[src/rtl/cpu_types_pkg.sv]
// Shared types for the memory arbiter: RAM status, arbiter state and the data word.
package cpu_types_pkg;

    localparam int unsigned WORD_BITS = 32;
    localparam int unsigned STREAK_W  = 4;

    typedef logic [WORD_BITS-1:0] word_t;

    typedef enum logic [1:0] {
        FREE   = 2'd0,
        BUSY   = 2'd1,
        ACCESS = 2'd2,
        ERROR  = 2'd3
    } ramstate_t;

    typedef enum logic [1:0] {
        IDLE   = 2'd0,
        IGRANT = 2'd1,
        DGRANT = 2'd2
    } arb_state_t;

endpackage

[src/rtl/arb_streak_ctr.sv]
// Saturating count of consecutive data grants taken while an instruction fetch waits.
module arb_streak_ctr
    import cpu_types_pkg::*;
#(
    parameter int unsigned MAX = 4
) (
    input  logic CLK,
    input  logic nRST,
    input  logic i_inc,
    input  logic i_clr,
    output logic o_sat
);

    logic [STREAK_W-1:0] r_count;

    assign o_sat = (r_count == STREAK_W'(MAX));

    always_ff @(posedge CLK or negedge nRST) begin
        if (!nRST) begin
            r_count <= '0;
        end else if (i_clr) begin
            r_count <= '0;
        end else if (i_inc && !o_sat) begin
            r_count <= r_count + STREAK_W'(1);
        end
    end

endmodule

[src/rtl/mem_arbiter.sv]
// Arbitrates icache fills and dcache accesses onto one single-port RAM,
// bounding data grants in a row while an instruction fetch is pending.
module mem_arbiter
    import cpu_types_pkg::*;
#(
    parameter int unsigned ADDR_W      = 32,
    parameter int unsigned WORD_W      = 32,
    parameter int unsigned MAX_DSTREAK = 4
) (
    input  logic              CLK,
    input  logic              nRST,
    input  logic              iREN,
    input  logic [ADDR_W-1:0] iaddr,
    output logic [WORD_W-1:0] iload,
    output logic              iwait,
    input  logic              dREN,
    input  logic              dWEN,
    input  logic [ADDR_W-1:0] daddr,
    input  logic [WORD_W-1:0] dstore,
    output logic [WORD_W-1:0] dload,
    output logic              dwait,
    output logic              ramREN,
    output logic              ramWEN,
    output logic [ADDR_W-1:0] ramaddr,
    output logic [WORD_W-1:0] ramstore,
    input  logic [WORD_W-1:0] ramload,
    input  logic [1:0]        ramstate,
    output logic              err
);

    arb_state_t r_state;
    ramstate_t  w_rs;
    logic       w_dreq;
    logic       w_sat;
    logic       w_go_d;
    logic       w_go_i;
    logic       w_ihold;
    logic       w_dhold;
    logic       w_exit;

    assign w_rs   = ramstate_t'(ramstate);
    assign w_dreq = dREN | dWEN;

    // Data wins unless it has used up its streak while an instruction fetch waits.
    assign w_go_d = (r_state == IDLE) && w_dreq && (!w_sat || !iREN);
    assign w_go_i = (r_state == IDLE) && !w_go_d && iREN;

    assign w_ihold = (r_state == IGRANT) && iREN;
    assign w_dhold = (r_state == DGRANT) && w_dreq;
    assign w_exit  = (r_state != IDLE) &&
                     (!(w_ihold || w_dhold) || (w_rs == ACCESS) || (w_rs == ERROR));

    arb_streak_ctr #(
        .MAX (MAX_DSTREAK)
    ) u_streak (
        .CLK   (CLK),
        .nRST  (nRST),
        .i_inc (w_go_d && iREN),
        .i_clr (w_go_i || ((r_state == IDLE) && !iREN)),
        .o_sat (w_sat)
    );

    // A withdrawn request gets no completion pulse even if the RAM finishes.
    assign iwait = !(w_ihold && (w_rs == ACCESS));
    assign dwait = !(w_dhold && (w_rs == ACCESS));
    assign iload = (r_state == IGRANT) ? ramload : '0;
    assign dload = (r_state == DGRANT) ? ramload : '0;
    assign err   = (r_state != IDLE) && (w_rs == ERROR);

    always_ff @(posedge CLK or negedge nRST) begin
        if (!nRST) begin
            r_state  <= IDLE;
            ramREN   <= 1'b0;
            ramWEN   <= 1'b0;
            ramaddr  <= '0;
            ramstore <= '0;
        end else begin
            case (r_state)
                IDLE: begin
                    if (w_go_d) begin
                        r_state  <= DGRANT;
                        ramWEN   <= dWEN;
                        ramREN   <= dREN & ~dWEN;
                        ramaddr  <= daddr;
                        ramstore <= dstore;
                    end else if (w_go_i) begin
                        r_state <= IGRANT;
                        ramREN  <= 1'b1;
                        ramaddr <= iaddr;
                    end
                end
                default: begin
                    if (w_exit) begin
                        r_state  <= IDLE;
                        ramREN   <= 1'b0;
                        ramWEN   <= 1'b0;
                        ramaddr  <= '0;
                        ramstore <= '0;
                    end
                end
            endcase
        end
    end

endmodule

[config.mk]
export PLATFORM = sky130hd
export DESIGN_NAME = mem_arbiter
export DESIGN_NICKNAME = d
export VERILOG_FILES = /design/src/rtl/cpu_types_pkg.sv /design/src/rtl/arb_streak_ctr.sv /design/src/rtl/mem_arbiter.sv
export SDC_FILE = /design/constraint.sdc
export NUM_CORES = 1
export LEC_CHECK = 0
export CORE_MARGIN = 2
export CORE_UTILIZATION = 35
export DETAILED_ROUTE_END_ITERATION = 6
export PLACE_DENSITY = 0.81
export REMOVE_ABC_BUFFERS = 1
export SETUP_SLACK_MARGIN = 0.05
export SLEW_MARGIN = 20
export SYNTH_ARGS = -nofsm -noshare
export SYNTH_HDL_FRONTEND = slang
export SYNTH_SLANG_ARGS = --single-unit
export TNS_END_PERCENT = 1
[constraint.sdc]
create_clock -name CLK -period 2.4 [get_ports CLK]
set_clock_uncertainty 0.1 [all_clocks]
set_input_delay 0.48 -clock CLK [delete_from_list [all_inputs] [get_ports CLK]]
set_output_delay 0.48 -clock CLK [all_outputs]
set_load 0.03 [all_outputs]
==> results.sh <==
export IMPL_core_area_um2=10300
export IMPL_timing_fmax_mhz=450
export IMPL_hp_class="in -> async"
export IMPL_synth_top_area_cell="dfrtp_1"
export IMPL_rsz0062_at_grt="false"
export IMPL_crit_path_start_kind="flip-flop"
export IMPL_drive_gt1_frac=0.147
export IMPL_die_height_um=107
export IMPL_fin_crit_ns=2.22
export IMPL_crit_type="reg -> out"
export IMPL_synth_most_common_cell="dfrtp_1"
export IMPL_num_rows=37
export IMPL_status="completed"
export IMPL_dp_slack_ns=0.0495
export IMPL_syn2layout_area_growth_pct=77.9
export IMPL_gr_total_overflow=0
export IMPL_period_share=0.926
export IMPL_yosysWarnings=0
export IMPL_cts_tree="done"
export IMPL_critPathSlowestCell="dfrtp_1"
export IMPL_wl_mm=13.9
export IMPL_utilization=0.643
export IMPL_grt_use_total=0.232
export IMPL_powerDensity_nw_per_um2=1320
export IMPL_clk_latency_ns=0.33
export IMPL_yosysSeqAreaShare=0.483
export IMPL_synth_edf_count=0
export IMPL_cp_arrival_ns=1.64
export IMPL_cpPeakStageDelay_ns=0.46
export IMPL_critical_path_cell_chain="nor2b_1 -> buf_4 -> and2_1 -> buf_12"
export IMPL_cts_root_buf="clkbuf_8"
export IMPL_worst_slew_margin_rel=0.389
export IMPL_dieArea_um2=11500
export IMPL_synth_area_leaders="dfrtp_1 48%, and2_1 11%, a31oi_1 5.5%"
export IMPL_grt_pass1_wl_mm=20.9
export IMPL_hpwlAfterDp_mm=10.5
export IMPL_ant_nets=0
export IMPL_first_iter_violations=293
export IMPL_drtPass1Iterations=4
export IMPL_clock_sinks=72
export IMPL_tns_ns=0
export IMPL_hold_buffers=0
export IMPL_register_area_um2=1800
export IMPL_viasPerCell=5.10
export IMPL_final_fill_count=884
export IMPL_syn_area_per_cell_um2=8.43
export IMPL_io_buffers=267
export IMPL_yosys_most_used_dff="dfrtp_1"
export IMPL_via_count=4277
export IMPL_clk_pin_slew_ns=0.08
export IMPL_nNetsFinal=835
export IMPL_cp_max_fo=25
export IMPL_ios=268
export IMPL_synth_top_cells_by_count="72 x dfrtp_1, 64 x and2_1, 39 x nand2_1, 39 x nand3_1"
export IMPL_start_util=0.362
export IMPL_tightest_slew_ns=0.916
export IMPL_grt_antenna_before_repair=0
export IMPL_grt_pass1_vias=4198
export IMPL_vdd_drop_max_v=0.000620
export IMPL_setup_ws_ns=0.178
export IMPL_gp_congestion=0.800
export IMPL_leakage_nw=2.88
export IMPL_critPathRequiredTime_ns=1.82
export IMPL_htreeDepth=3
export IMPL_syn_cell_area_um2=3730
export IMPL_grt_start_max_net_pins=73
export IMPL_drc=0
export IMPL_diodes=0
export IMPL_end_kind="output port"
export IMPL_post_synth_num_cell_types=29
export IMPL_synth_top_cell_area_share=0.483
export IMPL_multiInputGateArea_um2=1620
export IMPL_final_hold_viol_count=0
export IMPL_async_flop_share=1.00
export IMPL_chipWidth_um=107
export IMPL_slew_viol_final=0
export IMPL_clockBufferDepth=2
export IMPL_detail_route_wl_per_cell_um=16.5
export IMPL_cap_violations=0
export IMPL_setup_viol=0
export IMPL_synth_cells=443
export IMPL_numCtsBuffers=9
export IMPL_cp_startpoint="r_state[0]$_DFFE_PN0P_"
export IMPL_rr_startpoint="r_state[1]$_DFFE_PN0P_"
export IMPL_ys_ff_latch=72
## final timing paths
kind                                             to  slack [ns]  depth (start not counted)
hold reg to reg                  ramREN$_DFFE_PN0P_        0.39                          2
setup reg to reg           ramstore[24]$_DFFE_PN0P_        0.48                          7
setup / recovery                           dload[4]        0.18                          4
min in group CLK                 ramREN$_DFFE_PN0P_        0.39                          2
hold / removal              ramaddr[20]$_DFFE_PN0P_        0.17                          1
max in group asynchronous    r_state[1]$_DFFE_PN0P_        1.37                          1
## power by group
part | switching (W) | internal [W]
combinational | 0.00344 | 0.00224
clock | 0.000463 | 0.000475
sequential | 0.000347 | 0.00177
total | 0.00425 | 0.00449
## worst max-delay path, delay by kind of cell (launching register included)
kind	cells	cell delay, ns
simple gates	2	0.44
buf+inv	2	0.41
flops	1	0.46
## cell usage in the layout (no fill, tap or decap), types with 2 or more instances in the layout
master | netlist | routed
buf_12 | 0 | 9
nor2b_1 | 2 | 2
and2_1 | 64 | 64
buf_4 | 3 | 74
clkbuf_8 | 0 | 9
ha_1 | 2 | 2
nand4_1 | 33 | 33
clkdlybuf4s50_1 | 0 | 199
nand2_1 | 39 | 39
o21ai_1 | 2 | 2
o31ai_1 | 2 | 2
o21ai_0 | 36 | 36
nand3_1 | 39 | 39
nor2_1 | 33 | 33
dfrtp_1 | 72 | 71
a31oi_1 | 33 | 33
inv_1 | 36 | 36
clkinvlp_4 | 0 | 2
## through the flow
step / cells / area, um2 / hold WS, ns / total power, W
3_5_place_dp: 823 / 6450 / 0.371 / 0.00783
5_1_grt: 838 / 6640 / 0.240 / 0.00923
4_1_cts: 838 / 6640 / 0.188 / 0.00880
3_3_place_gp: 823 / 6450 / 0.357 / 0.00773
6_report: 838 / 6640 / 0.172 / 0.00874
2_1_floorplan: 405 / 3540 / 0.0844 / 0.00518
## flip-flops by register name, indices dropped and copies added (netlist names)
name and flops:
u_streak.r_count 4, ramstore 32, ramREN 1, ramWEN 1, r_state 2, ramaddr 32
## metal layers
metal	up-vias	global-route usage	wire length [um]
li1	2000	-	-
met1	2052	0.258	5070
met2	204	0.427	7360
met3	21	0.0684	1160
met4	0	0.0649	274
met5	-	0	0
## cell families (layout without fill, tap and decap cells)
kind of cell             Yosys count  after routing  synth area share
buffers and inverters             74            333            0.0875
AO/OA/AOI/OAI                     76             76             0.116
adder cells (fa/ha/maj)            2              2           0.00670
flip-flops                        72             72             0.483
AND/OR/NAND/NOR                  219            219             0.307
## area by class of cell
| cell class | count | share of cell area |
|---|---|---|
| timing repair buffer | 282 | 0.411 |
| sequential | 72 | 0.272 |
| multi-input combinational | 297 | 0.244 |
| tap | 136 | 0.0256 |
| inverter | 36 | 0.0204 |
| clock buffer | 10 | 0.0192 |
| clock inverter | 5 | 0.00886 |
## repair_timing
action	CTS	global route
setup endpoints to repair	0	4
setup buffers	0	0
resized for setup	0	1
No activity file was read; power rests on OpenSTA's default activity.
==> edit, RTL diff (same flow settings) <==
Set the parameter `ADDR_W` to 64 (it was 32).
--- a/src/rtl/mem_arbiter.sv
+++ b/src/rtl/mem_arbiter.sv
@@ -3,7 +3,7 @@
 module mem_arbiter
     import cpu_types_pkg::*;
 #(
-    parameter int unsigned ADDR_W      = 32,
+    parameter int unsigned ADDR_W      = 64,
     parameter int unsigned WORD_W      = 32,
     parameter int unsigned MAX_DSTREAK = 4
 ) (
Ports: changed (resized daddr, iaddr and ramaddr); port bits go from 268 to 364. The function was not compared with the original's and may differ.
==> edit against the unedited design <==
Sequential cell count is 32 higher. Area after synthesis is 36% higher. Largest cell class unchanged. Routed wire length is 32% higher. Worst setup slack worse by 0.067 ns. Total power is 25% lower. Critical path depth stayed put. Synthesized cell count is 5.6% lower. Highest routed layer unchanged. Cell area is 37% higher. Register-to-register slack worse by 0.30 ns.
==> edit: results (changes against the unedited design) <==
* Run status: complete, no violations (unchanged)
- The sequential area share after synthesis came to 0.512 (was 0.483).
* Layout cell share with drive strength beyond 1: 0.139 (was 0.147)
- The placed standard-cell area came to 8800 um^2 (was 6450 um^2).
- The detailed-route vias per instance was 5.04 (was 5.10).
- The maximum vdd drop was 326 uV (was 620 uV).
- GP Congestion: 0.867 (was 0.800)
- Violation count after the first detailed-route iteration: 250 (was 293)
* Synthesized-area fraction occupied by ao, oa, aoi and oai cells: 0.193 (was 0.116)
- Commonest cells in the synthesized netlist: sky130_fd_sc_hd__dfrtp_1 (104), sky130_fd_sc_hd__o2bb2ai_1 (66), sky130_fd_sc_hd__and2_1 (65), sky130_fd_sc_hd__mux2i_1 (64), sky130_fd_sc_hd__a22o_1 (32) (was sky130_fd_sc_hd__dfrtp_1 (72), sky130_fd_sc_hd__and2_1 (64), sky130_fd_sc_hd__nand2_1 (39), sky130_fd_sc_hd__nand3_1 (39))
- The static leakage was 0.00413 uW (was 0.00288 uW).
- The root buffer selected by CTS was sky130_fd_sc_hd__clkbuf_16 (was sky130_fd_sc_hd__clkbuf_8).
- The maximum number of pins on one net before global-route repair is 66 (was 73).
* Post-layout minimum cycle time: 2.29 ns (was 2.22 ns)
- The number of global-route vias before repair is 5,096 (was 4,198).
* Number of nets in the finished design: 974 (was 835)
- The path category of the worst min-delay check is reg -> reg (was in -> async).
- Filler Cell Count: 1,139 (was 884)
- The number of hold-repair buffers added at the cts stage was 1 (was 0).
- The routed via count was 4,846 (was 4,277).
- The maximum fanout count along the critical path came to 32 (was 25).
- Crit path arrival time: 1.71 ns (was 1.64 ns)
* Gates resized, CTS repair: 1 (was 0)
- The post-synthesis share of cell area spent on full adders, half adders and majority gates came to 0.00492 (was 0.00670).
* Synth top area cells: sky130_fd_sc_hd__dfrtp_1 (51%), sky130_fd_sc_hd__mux2i_1 (13%), sky130_fd_sc_hd__o2bb2ai_1 (11%), sky130_fd_sc_hd__and2_1 (8.0%), sky130_fd_sc_hd__a22o_1 (5.5%) (was sky130_fd_sc_hd__dfrtp_1 (48%), sky130_fd_sc_hd__and2_1 (11%), sky130_fd_sc_hd__a31oi_1 (5.5%), sky130_fd_sc_hd__nand4_1 (5.5%), sky130_fd_sc_hd__nand3_1 (5.2%))
* Slew at the pin closest to its max-slew limit: 0.871 ns (was 0.916 ns)
- The count of different cell masters after synthesis came to 37 (was 29).
- Largest regs: ramaddr x64, ramstore x32, u_streak.r_count x4 (was ramaddr x32, ramstore x32, u_streak.r_count x4).
* Total of buffers placed on input and output ports: 363 (was 267)
- Average routed wire per standard cell: 19.1 um (was 16.5 um)
==> edit: path summary, 6_finish.rpt <==
path	endpoint	slack, ns	from	depth (start not counted)
max	dload[6]	0.11	r_state[1]	4
min	ramREN	0.38	ramREN	1
max reg2reg	ramstore[9]	0.18	r_state[0]	5
min reg2reg	ramREN	0.38	ramREN	1
max in group asynchronous	ramREN	1.10	nRST	3
min in group asynchronous	ramaddr[37]	0.47	nRST	2
==> edit: worst max-delay path, stage by stage, from the launching register on <==
cell and delay (ns):
sky130_fd_sc_hd__dfrtp_1 0.48, sky130_fd_sc_hd__nor2b_1 0.31, sky130_fd_sc_hd__buf_6 0.25, sky130_fd_sc_hd__and2_1 0.20, sky130_fd_sc_hd__buf_12 0.13
==> edit: power by group <==
part | leakage, uW | total (uW) | internal [uW] | switching, uW
combinational | 0.00265 | 2920 | 1310 | 1610
clock | 0.000129 | 1390 | 735 | 652
sequential | 0.00135 | 2290 | 2080 | 215
==> edit: layer usage <==
layer / track usage / vias to the layer above / share of wire
met2: 0.440 / 208 / 0.55
li1: - / 2241 / -
met5: 0 / - / 0
met4: 0.105 / 0 / 0.034
met1: 0.250 / 2367 / 0.36
met3: 0.0455 / 30 / 0.058
==> edit: final cells by class <==
| type | instances | area [um^2] | share of cell area |
|---|---|---|---|
| repair buffers | 383 | 3750 | 0.412 |
| flip-flops and latches | 104 | 2600 | 0.286 |
| clock buffers | 10 | 239 | 0.0263 |
| multi-input cells | 272 | 2220 | 0.245 |
| well taps | 184 | 230 | 0.0253 |
| clock inverters | 5 | 42.5 | 0.00468 |
| inverters | 3 | 11.3 | 0.00124 |
